[config.mk]
export PLATFORM = sky130hd
export DESIGN_NAME = mib_slave_regfile
export DESIGN_NICKNAME = d
export VERILOG_FILES = /design/src/rtl/mib_pkg.sv /design/src/rtl/mib_slave_regfile.sv
export SDC_FILE = /design/constraint.sdc
export NUM_CORES = 1
export LEC_CHECK = 0
export BUFFER_PORTS_ARGS = -buffer_cell sky130_fd_sc_hd__buf_2
export CORE_UTILIZATION = 55
export DETAILED_ROUTE_END_ITERATION = 10
export HOLD_SLACK_MARGIN = 0.03
export PLACE_DENSITY = 0.86
export SLEW_MARGIN = 10
export SYNTH_ARGS = -nofsm -noshare
export SYNTH_HDL_FRONTEND = slang
export SYNTH_SLANG_ARGS = --single-unit
[constraint.sdc]
create_clock -name i_sysclk -period 38.6 [get_ports i_sysclk]
set_input_delay 5.79 -clock i_sysclk [delete_from_list [all_inputs] [get_ports i_sysclk]]
set_output_delay 5.79 -clock i_sysclk [all_outputs]
set_load 0.02 [all_outputs]
[src/rtl/mib_pkg.sv]
// Shared MIB bus widths and the slave register-file state encoding.
package mib_pkg;

    localparam int unsigned MIB_AD_W   = 16;
    localparam int unsigned MIB_ADDR_W = 32;
    localparam int unsigned MIB_DATA_W = 32;

    typedef enum logic [3:0] {
        IDLE,
        ADDR_LO,
        DECODE,
        WR_HI,
        WR_LO,
        WR_ACK,
        TURN,
        RD_HI,
        RD_LO
    } mib_slv_state_t;

endpackage

[src/rtl/mib_slave_regfile.sv]
// MIB bus slave: decodes master transactions into a bank of 32-bit registers.
// Optional MIB_SLAVE_WR_STROBE_EN adds a per-register one-clock write strobe.
module mib_slave_regfile
    import mib_pkg::*;
#(
    parameter logic [31:0]  P_BASE_ADDR          = 32'h0000_0000,
    parameter int unsigned  P_NUM_REGS           = 16,
    parameter int unsigned  P_RD_TURNAROUND_CLKS = 2,
    parameter logic [31:0]  P_RESET_VAL          = 32'h0
) (
    input  logic                               i_sysclk,
    input  logic                               i_srst,
    input  logic                               i_mib_start,
    input  logic                               i_mib_rd_wr_n,
    input  logic [MIB_AD_W-1:0]                i_mib_ad,
    output logic [MIB_AD_W-1:0]                o_mib_ad,
    output logic                               o_mib_ad_high_z,
    output logic                               o_mib_slave_ack,
    output logic [P_NUM_REGS*MIB_DATA_W-1:0]   o_regs
`ifdef MIB_SLAVE_WR_STROBE_EN
    ,
    output logic [P_NUM_REGS-1:0]              o_wr_strobe
`endif
);

    localparam int unsigned IDX_W  = $clog2(P_NUM_REGS);
    localparam int unsigned TURN_W = 8;

    mib_slv_state_t          state_q, state_c;
    logic [MIB_AD_W-1:0]     ad_q;
    logic                    rd_wr_n_q;
    logic [MIB_AD_W-1:0]     a_hi_q;
    logic [MIB_AD_W-1:0]     d_hi_q;
    logic [IDX_W-1:0]        idx_q;
    logic [TURN_W-1:0]       turn_cnt_q;
    logic [MIB_DATA_W-1:0]   rd_data_q;
    logic [MIB_DATA_W-1:0]   regs_q [P_NUM_REGS];
    logic                    hit_c;
    logic                    wr_en_c;

    // Address phase 2 is still on the registered bus input while in DECODE.
    assign hit_c   = (({a_hi_q, ad_q}) >> IDX_W) == (P_BASE_ADDR >> IDX_W);
    assign wr_en_c = (state_c == WR_ACK);

    // Next state; a new start always wins and restarts the address phase.
    always_comb begin
        state_c = state_q;
        unique case (state_q)
            IDLE:    state_c = IDLE;
            ADDR_LO: state_c = DECODE;
            DECODE:  state_c = !hit_c ? IDLE : (rd_wr_n_q ? TURN : WR_HI);
            WR_HI:   state_c = WR_LO;
            WR_LO:   state_c = WR_ACK;
            WR_ACK:  state_c = IDLE;
            TURN:    state_c = (turn_cnt_q == TURN_W'(P_RD_TURNAROUND_CLKS - 1)) ? RD_HI : TURN;
            RD_HI:   state_c = RD_LO;
            RD_LO:   state_c = IDLE;
            default: state_c = IDLE;
        endcase
        if (i_mib_start) begin
            state_c = ADDR_LO;
        end
    end

    // State register, input capture and transaction field latches.
    always_ff @(posedge i_sysclk or posedge i_srst) begin
        if (i_srst) begin
            state_q    <= IDLE;
            ad_q       <= '0;
            rd_wr_n_q  <= 1'b0;
            a_hi_q     <= '0;
            d_hi_q     <= '0;
            idx_q      <= '0;
            turn_cnt_q <= '0;
        end else begin
            state_q <= state_c;
            ad_q    <= i_mib_ad;
            if (i_mib_start) begin
                rd_wr_n_q <= i_mib_rd_wr_n;
            end
            if (state_q == ADDR_LO) begin
                a_hi_q <= ad_q;
            end
            if (state_q == DECODE) begin
                idx_q <= ad_q[IDX_W-1:0];
            end
            if (state_q == WR_HI) begin
                d_hi_q <= ad_q;
            end
            turn_cnt_q <= (state_q == TURN) ? turn_cnt_q + TURN_W'(1) : '0;
        end
    end

    // Bus-side outputs follow the state being entered so they line up with it.
    always_ff @(posedge i_sysclk or posedge i_srst) begin
        if (i_srst) begin
            o_mib_ad        <= '0;
            o_mib_ad_high_z <= 1'b1;
            o_mib_slave_ack <= 1'b0;
            rd_data_q       <= '0;
        end else begin
            o_mib_slave_ack <= state_c inside {WR_ACK, RD_HI, RD_LO};
            o_mib_ad_high_z <= !(state_c inside {RD_HI, RD_LO});
            if (state_c == RD_HI) begin
                rd_data_q <= regs_q[idx_q];
                o_mib_ad  <= regs_q[idx_q][MIB_DATA_W-1:MIB_AD_W];
            end else if (state_c == RD_LO) begin
                o_mib_ad  <= rd_data_q[MIB_AD_W-1:0];
            end else begin
                o_mib_ad  <= '0;
            end
        end
    end

    // Register bank.
    always_ff @(posedge i_sysclk or posedge i_srst) begin
        if (i_srst) begin
            for (int i = 0; i < int'(P_NUM_REGS); i++) begin
                regs_q[i] <= P_RESET_VAL;
            end
        end else if (wr_en_c) begin
            regs_q[idx_q] <= {d_hi_q, ad_q};
        end
    end

    for (genvar g = 0; g < int'(P_NUM_REGS); g++) begin : g_flat
        assign o_regs[g*MIB_DATA_W +: MIB_DATA_W] = regs_q[g];
    end

`ifdef MIB_SLAVE_WR_STROBE_EN
    // One-hot strobe coincides with the write ack.
    always_ff @(posedge i_sysclk or posedge i_srst) begin
        if (i_srst) begin
            o_wr_strobe <= '0;
        end else begin
            o_wr_strobe <= wr_en_c ? (P_NUM_REGS'(1) << idx_q) : '0;
        end
    end
`else
    // Without the strobe a write is signalled to user logic only via o_regs.
`endif

endmodule

==> results.cfg <==
[floorplan]
start_util = 0.558
num_io_pins = 550
dieArea_um2 = 49400
die_x_um = 222
core_area_um2 = 47800
die_h_um = 222
rows = 80

[yosys]
async_reset_ff_frac = 1.00
ys_ff_latch = 611
yosys.area.top_type = dfrtp_1
synth_cells = 1677
ys_top_cells_by_area = dfrtp_1, mux2_2, mux4_2
synth_seq_area_share = 0.573
synthDistinctLibCells = 41
synth_edf_count = 0
avgSynthCellArea_um2 = 15.9
yosys_warnings = 0
syn-cell-area_um2 = 26700
synth_ff_type = dfrtp_1
syn_nets = 1699
synth_top_cell_area_share = 0.572

[timing]
min_period_over_period = 0.219
max_freq_mhz = 118
finalMaxSlewViolations = 0
fin_worst_skew_ps = 21.5
hold_viol = 0
tns_ps = 0
slew_headroom = 0.267
setup_slack_ps = 30160
period_needed_ps = 8440
max_slew.worst_pin.slew_ps = 1100
setup_viol = 0
timing.hold.ws_ps = 491
rsz0062_at_grt = no

[cts]
cts_setup_buffers = 0
cts_resized = 0
h-tree-depth = 2
cts_root_buf = clkbuf_16
path_clk_slew_ps = 70
cts_buffers = 61
clockBufferDepth = 3
clkLatencyLatePin_ps = 640
cts_tree = built
cts_sinks = 611
cts.hold.buffers_added = 0

[place]
place.gp.congestion = 0.871
place_area_um2 = 30100
dpl.cell_count = 2737
hpwl_mm = 59.5
portBuffers = 549
pre_cts_ws_ps = 29340

[detailed_routing]
routed_wirelength_mm = 88.2
dr.first_iter.drc_count = 1434
ant_nets = 0
drtPass1Iterations = 4
drc_errors = 0
wl_per_cell_um = 30.9
vias_per_cell = 6.40
vias = 18300

[power_and_ir_drop]
leakage_nw = 17.1
combPwrFrac = 0.106
clkPwrFrac = 0.413
power.density_nw_per_um2 = 47.7
vdd_drop_max_mv = 0.0401
p_seq_frac = 0.481
switching_share = 0.277
p_int_mw = 1.11
p_sw_uw = 426

[finish]
final_cells = 2854
nets = 2207
final_common_cell = dfrtp_1
drive_gt1_frac = 0.633
layout_common_cells = dfrtp_1, mux2_2, buf_2
synthToLayoutAreaGrowth_pct = 20.7
fin_area_um2 = 32200
nFillCells = 3244

[global_route]
antenna_found_initial = 3
grt_pass1_wl_mm = 130
grt_max_degree = 116
overflow = 0
grt_pass1_vias = 19000
grt_usage = 0.359

[status]
outcome = completed

[worst_setup_path]
max_stage_delay_ps = 850
critPathBufInv = 5
crit_type = in -> async
critical_path.slowest_cell = buf_4
cpMostUsedCell = buf_4
cp_top_family = buffers and inverters
crit_arrival_ps = 9070
crit_fanout = 115
start_kind = primary input
crit_required_ps = 39230
cp_cell_sequence = buf_2, inv_8, buf_4, buf_4, buf_4
cp-end-kind = asynchronous set/reset pin

[flow_run]
cap_violations = 0

[worst_hold_path]
hp-class = reg -> reg
[power groups by stage]
stage	clock network [mW]	logic [mW]	registers (mW)
3_5_place_dp	0	0.164	0.750
4_1_cts	0.640	0.164	0.739
2_1_floorplan	0	0.131	0.709
3_3_place_gp	0	0.161	0.747
6_report	0.635	0.163	0.739
5_1_grt	0.662	0.171	0.744
[cells by family after synthesis]
logic type	share of synthesized area
flops	0.573
fa+ha+maj	0.00131
xor+xnor	0.00197
compound gates	0.0113
simple gates	0.0245
mux	0.364
buf+inv	0.0247
[per-stage QoR]
| stage | utilization | total power, mW |
|---|---|---|
| CTS | 0.673 | 1.54 |
| finish | 0.674 | 1.54 |
| detailed placement | 0.628 | 0.914 |
| global route | 0.674 | 1.58 |
| floorplan | - | 0.840 |
| global placement | 0.628 | 0.907 |
[routing by layer]
metal | share of wire | wire (um) | vias up | global-route usage
met2 | 0.48 | 42300 | 991 | 0.575
met3 | 0.094 | 8310 | 199 | 0.0965
met1 | 0.38 | 33900 | 9822 | 0.470
li1 | - | - | 7256 | -
met5 | 0 | 0 | - | 0
met4 | 0.042 | 3680 | 0 | 0.145
[state kept, by name, summed over array words and instances (netlist names)]
| signal | count |
|---|---|
| o_mib_ad | 16 |
| d_hi_q | 16 |
| rd_data_q | 16 |
| o_mib_slave_ack | 1 |
| rd_wr_n_q | 1 |
| o_mib_ad_high_z | 1 |
| state_q | 4 |
| o_regs | 512 |
| turn_cnt_q | 8 |
| a_hi_q | 16 |
| idx_q | 4 |
| ad_q | 16 |
[synth_stat cells, types with 3 or more instances]
cell type	n
dfrtp_1	610
nand3_1	24
o221ai_1	16
nand2_1	43
mux2i_1	48
o211ai_1	17
xor2_1	5
nand4_1	5
mux2_2	560
buf_2	63
nor4b_1	3
mux2_1	4
buf_1	29
nor2_1	16
nor3_1	8
nand2b_1	3
clkbuf_1	60
mux4_2	128
nor4_1	7
[worst paths after layout]
kind | slack [ps] | endpoint | cells past startpoint | from
worst max-delay path | 30160 | o_regs[103]$_DFFE_PP0P_ | 5 | i_srst
worst min-delay path | 490 | rd_data_q[12]$_DFFE_PP0P_ | 2 | rd_data_q[12]$_DFFE_PP0P_
worst max register to register | 34620 | o_regs[422]$_DFFE_PP0P_ | 5 | idx_q[3]$_DFFE_PP0N_
worst min register to register | 490 | rd_data_q[12]$_DFFE_PP0P_ | 2 | rd_data_q[12]$_DFFE_PP0P_
max in group i_sysclk | 30710 | o_regs[422]$_DFFE_PP0P_ | 6 | i_mib_start
min in group asynchronous | 5300 | o_regs[119]$_DFFE_PP0P_ | 2 | i_srst
[final cells by class]
| type | count | area [um2] | area share |
|---|---|---|---|
| tap | 615 | 769 | 0.0239 |
| antenna | 2 | 5.00 | 0.000155 |
| multi-input combinational | 911 | 10900 | 0.337 |
| timing repair buffer | 597 | 3110 | 0.0964 |
| clock inverter | 30 | 398 | 0.0123 |
| sequential | 611 | 15300 | 0.475 |
| inverter | 3 | 18.8 | 0.000582 |
| clock buffer | 85 | 1770 | 0.0549 |
[worst min-delay path, stage by stage (launching register included)]
cell,delay [ps]
dfrtp_1,340
nand2_1,50
o221ai_1,60
No activity file was read; power rests on OpenSTA's default activity.
